### src/rtl/imem_arb_pkg.sv
// Shared types for the instruction-memory port arbiter: FSM states and
// read-response owner tags.
package imem_arb_pkg;

    typedef enum logic [1:0] {
        ST_ARB  = 2'd0,
        ST_LOCK = 2'd1,
        ST_BOOT = 2'd2
    } arb_state_t;

    typedef enum logic [1:0] {
        OWN_NONE = 2'd0,
        OWN_M0   = 2'd1,
        OWN_M1   = 2'd2
    } owner_t;

    localparam int IMEM_DW = 32;

endpackage

### src/rtl/imem_arb_starve_cnt.sv
// Saturating count of cycles the loader has been kept waiting; sat tells the
// arbiter the loader must win the next contended cycle.
module imem_arb_starve_cnt #(
    parameter int MAX_WAIT = 8
) (
    input  logic clk,
    input  logic rst_n,
    input  logic inc,
    input  logic clr,
    output logic sat
);

    localparam int CW = $clog2(MAX_WAIT + 1);

    logic [CW-1:0] cnt_reg;

    always_ff @(posedge clk or negedge rst_n) begin
        if (!rst_n) begin
            cnt_reg <= '0;
        end else if (clr) begin
            cnt_reg <= '0;
        end else if (inc && (cnt_reg != CW'(MAX_WAIT))) begin
            cnt_reg <= cnt_reg + CW'(1);
        end
    end

    assign sat = (cnt_reg == CW'(MAX_WAIT));

endmodule

### src/rtl/imem_port_arbiter.sv
// Arbitrates the single-port instruction SRAM between CPU fetch (M0) and the
// loader (M1). Define IMEM_ARB_BOOT_HOLD_EN to add the post-reset BOOT hold.
module imem_port_arbiter
    import imem_arb_pkg::*;
#(
    parameter int AW       = 12,
    parameter int MAX_WAIT = 8
) (
    input  logic          clk,
    input  logic          rst_n,
    input  logic          m0_req,
    input  logic [AW-1:0] m0_addr,
    output logic          m0_gnt,
    output logic          m0_rvalid,
    output logic [31:0]   m0_rdata,
    input  logic          m1_req,
    input  logic          m1_we,
    input  logic [3:0]    m1_be,
    input  logic [AW-1:0] m1_addr,
    input  logic [31:0]   m1_wdata,
    input  logic          m1_lock,
    output logic          m1_gnt,
    output logic          m1_rvalid,
    output logic [31:0]   m1_rdata,
    output logic          mem_en,
    output logic          mem_we,
    output logic [3:0]    mem_be,
    output logic [AW-1:0] mem_addr,
    output logic [31:0]   mem_wdata,
    input  logic [31:0]   mem_rdata,
    input  logic          boot_done,
    output logic          cpu_hold
);

    arb_state_t state_reg, state_next;
    owner_t     own_reg, own_next;
    logic       g0, g1;
    logic       sat;
    logic       in_boot, boot_exit;
    logic       m1_wr;

`ifdef IMEM_ARB_BOOT_HOLD_EN
    localparam arb_state_t RESET_STATE = ST_BOOT;
    assign in_boot   = (state_reg == ST_BOOT);
    assign boot_exit = boot_done;
`else
    localparam arb_state_t RESET_STATE = ST_ARB;
    logic boot_done_unused;
    assign boot_done_unused = boot_done;
    assign in_boot   = 1'b0;
    assign boot_exit = 1'b0;
`endif

    assign cpu_hold = in_boot;

    always_ff @(posedge clk or negedge rst_n) begin
        if (!rst_n) begin
            state_reg <= RESET_STATE;
            own_reg   <= OWN_NONE;
        end else begin
            state_reg <= state_next;
            own_reg   <= own_next;
        end
    end

    // A lock beat without lock/req falls through to normal arbitration in the same cycle.
    always_comb begin
        g0         = 1'b0;
        g1         = 1'b0;
        state_next = state_reg;
        if (in_boot) begin
            g1 = m1_req;
            if (boot_exit) begin
                state_next = ST_ARB;
            end
        end else if ((state_reg == ST_LOCK) && m1_req && m1_lock) begin
            g1 = 1'b1;
        end else begin
            g1         = m1_req & (~m0_req | sat);
            g0         = m0_req & ~g1;
            state_next = (g1 && m1_lock) ? ST_LOCK : ST_ARB;
        end
    end

    // Grants are forced low while reset is held so the SRAM sees no access.
    assign m0_gnt = g0 & rst_n;
    assign m1_gnt = g1 & rst_n;
    assign m1_wr  = m1_gnt & m1_we;

    imem_arb_starve_cnt #(
        .MAX_WAIT (MAX_WAIT)
    ) u_starve_cnt (
        .clk   (clk),
        .rst_n (rst_n),
        .inc   (m1_req & ~m1_gnt),
        .clr   (m1_gnt | ~m1_req),
        .sat   (sat)
    );

    assign mem_en    = m0_gnt | m1_gnt;
    assign mem_we    = m1_wr;
    assign mem_be    = m1_wr ? m1_be : 4'b0000;
    assign mem_wdata = m1_wr ? m1_wdata : 32'd0;
    assign mem_addr  = m1_gnt ? m1_addr : (m0_gnt ? m0_addr : '0);

    always_comb begin
        own_next = OWN_NONE;
        if (m0_gnt) begin
            own_next = OWN_M0;
        end else if (m1_gnt && !m1_we) begin
            own_next = OWN_M1;
        end
    end

    assign m0_rvalid = (own_reg == OWN_M0);
    assign m1_rvalid = (own_reg == OWN_M1);
    assign m0_rdata  = m0_rvalid ? mem_rdata : 32'd0;
    assign m1_rdata  = m1_rvalid ? mem_rdata : 32'd0;

endmodule
### config.mk
export PLATFORM = sky130hd
export DESIGN_NAME = imem_port_arbiter
export DESIGN_NICKNAME = d
export VERILOG_FILES = /design/src/rtl/imem_arb_pkg.sv /design/src/rtl/imem_arb_starve_cnt.sv /design/src/rtl/imem_port_arbiter.sv
export SDC_FILE = /design/constraint.sdc
export NUM_CORES = 1
export LEC_CHECK = 0
export BUFFER_PORTS_ARGS = -buffer_cell sky130_fd_sc_hd__clkbuf_2
export CELL_PAD_IN_SITES_DETAIL_PLACEMENT = 0
export CELL_PAD_IN_SITES_GLOBAL_PLACEMENT = 1
export CORE_MARGIN = 2
export CORE_UTILIZATION = 16
export CTS_BUF_LIST = sky130_fd_sc_hd__clkbuf_8
export CTS_CLUSTER_DIAMETER = 100
export DETAILED_ROUTE_END_ITERATION = 10
export PLACE_DENSITY = 0.84
export RECOVER_POWER = 100
export SYNTH_ARGS = -nofsm -noshare
export SYNTH_HDL_FRONTEND = slang
export SYNTH_SLANG_ARGS = --single-unit
### constraint.sdc
create_clock -name clk -period 2 [get_ports clk]
set_input_delay 0.4 -clock clk [delete_from_list [all_inputs] [get_ports clk]]
set_output_delay 0.4 -clock clk [all_outputs]
set_load 0.05 [all_outputs]
==> metrics <==
Setup crit end=mem_wdata[20]; Synthesis Warnings=0; first-pass GRT wire length=9190 microns; Sink Count=7; worst path arrival time=1800 ps; syn_area_per_cell=7.15 sq um; final worst path period share=110%; Critical Path End Type=output pin; hold-fix buffers at CTS=0; VDD IR-drop max=0.312 mV; P&R area growth vs syn=187%; CTS H-Tree Depth=1; Synth Cell Area=1340 sq um; Post-Syn Nets=288; largest net degree at the start of global routing=34; ANT nets after route=0; post-synthesis compound-gate area fraction=4.87%; Initial DRC Count=16; CP Launch Type=flop; Worst EP required=1600 ps; via count=2104; worst r2r src=u_starve_cnt.cnt_reg[0]; Reg2Reg Depth=6; Hold Vio Cnt, Final=0; max FFs per register=4; Gate Count Post-Synth=187; gpl congestion=0.712; Site Rows=33; Final setup viols=50; CP Launch Point=u_starve_cnt.cnt_reg[0]; final slew viol count=0; Worst Skew=0.561 ps; flop-to-flop setup slack=400 ps; commonest non-fill, non-tap cell in the layout=clkbuf_2; CTS buffer count=3; Seq cells post-synth=7; IO Port Bufs=215; fin nets=511; share of Yosys cell area claimed by the top area cell type=47.8%; Longest Clk Path Bufs=2; post-synth cell types=25; Power Density=290 nW/um^2; Core Box Area=8180 sq um; LEAKAGE=1.98 nW; commonest cells after routing, fill and taps aside=clkbuf_2 (152), and2_1 (65), and2_4 (32), nand2_1 (26), buf_12 (26); largest family of logic cells by synthesized area=simple AND/OR/NAND/NOR gates; sequential area share after synthesis=13.1%; gr usage total=12.4%; CTS tree=done; post-synthesis adder-cell area fraction=1.87%; failing checks=setup timing; RSZ-0062 raised after global routing=yes; drt wl/cell=12.9 microns; xor and xnor area share after synthesis=1.97%; Finished Cell Area=3830 sq um; Multi-input gate area=1310 sq um; mux cell area share after synthesis=9.74%; DP Wirelength=4810 microns; Synth area leaders=and2_1 (48%), dfrtp_1 (13%), mux2i_1 (9.7%); width of the die=95.4 microns; CTS clock-pin slew for the worst setup and hold paths=40 ps; status=finished, violations left; ant diodes=0; simple-gate share of the synthesized area=60.9%; pre-CTS setup slack=-67.7 ps; f_max=0.455 GHz; register area=175 sq um; Setup CP Type=flop to output pin; Worst-Skew Late Latency=220 ps; vias in the first global route=2049; WL final=6650 microns; die height=95.4 microns; Worst Hold Class=primary input to asynchronous set/reset pin; Pwr Total=1.11 mW; Via-to-Cell Ratio=4.09; IO Count=218; ratio of cells with drive above 1 in the final layout=70.4%; Final WS setup=-199 ps; final-layout fill cell count=759; First-pass DRT Iterations=4; initial antenna violation count=0; CP Max Fanout=9; Starting Density=16.3%; Remaining DRCs=0; Root Driver=clkbuf_8; placement-stage cell area=3160 sq um; die area=9100 sq um; MaxCap Viol Count=0; GRT overflow=0; Worst R2R End=u_starve_cnt.cnt_reg[2]; minimum clock period=2200 ps; top cell type by total area after synthesis=and2_1
==> layer usage <==
metal / track usage [%] / vias up / wire (microns)
li1: - / 1027 / -
met2: 26.3 / 115 / 3800
met4: 3.10 / 0 / 103
met5: 0 / - / 0
met3: 2.53 / 10 / 618
met1: 11.9 / 952 / 2130
==> worst max-delay path, stage by stage, from the launching register on <==
cell	delay, ps
dfrtp_1	380
inv_2	80
ha_4	140
nand3b_4	110
a211oi_4	260
buf_6	160
clkbuf_16	150
and2_4	150
clkbuf_16	150
==> worst min-delay path by stage <==
stage	startpoint	end	slack, ps	cells past startpoint
finish	rst_n	state_reg[0]	220	2
global placement	rst_n	own_reg[1]	390	2
floorplan	rst_n	own_reg[0]	100	0
CTS	rst_n	state_reg[0]	160	2
global route	rst_n	u_starve_cnt.cnt_reg[0]	240	2
detailed placement	rst_n	u_starve_cnt.cnt_reg[0]	400	2
==> power by group <==
part	leakage (nW)	internal, mW	switching [mW]
Combinational	1.86	0.333	0.433
Clock	0.0269	0.133	0.0607
Sequential	0.0945	0.149	0.00420
==> what timing repair did <==
item | in CTS | in global routing
cloned | 1 | 2
pin swaps | 1 | 1
hold endpoints to repair | 0 | 0
setup endpoints to repair | 51 | 51
resized for setup | 93 | 32
setup buffers | 2 | 0
==> cells in the mapped netlist, drive strengths merged <==
cell / instances
a211oi: 1
a21boi: 3
a21oi: 1
a31oi: 1
and2: 102
and2b: 1
and4b: 1
buf: 5
clkbuf: 8
conb: 1
dfrtp: 7
ha: 2
inv: 4
mux2i: 13
nand2: 26
nand3: 1
nand3b: 1
nor2b: 2
nor3b: 3
o21a: 1
xnor2: 1
xor2: 2
==> through the flow <==
stage                     cells  hold slack (ps)  utilization (%)  setup TNS [ps]
after floorplan             187              104                -           -2020
after global routing        514              237             46.9          -12250
after detailed placement    506              399             38.7           -1940
after CTS                   513              162             45.9           -9670
after global placement      506              390             38.7           -1200
final                       514              215             46.9           -7640
==> layout make-up <==
type	instances	share of cell area (%)
Clock inverter	1	0.0979
Timing Repair Buffer	231	56.2
Sequential cell	7	4.57
Inverter	4	0.392
Multi-Input combinational cell	163	34.3
Clock buffer	3	1.08
Tap cell	105	3.43
==> logic make-up (layout without fill, tap and decap cells) <==
kind of cell    Yosys count  in the layout
flops                     7              7
fa+ha+maj                 2              2
other cells               1              1
compound gates            7              7
buf+inv                  17            239
xor+xnor                  3              3
simple gates            137            137
mux                      13             13
Power figures use the tool's default switching activity.
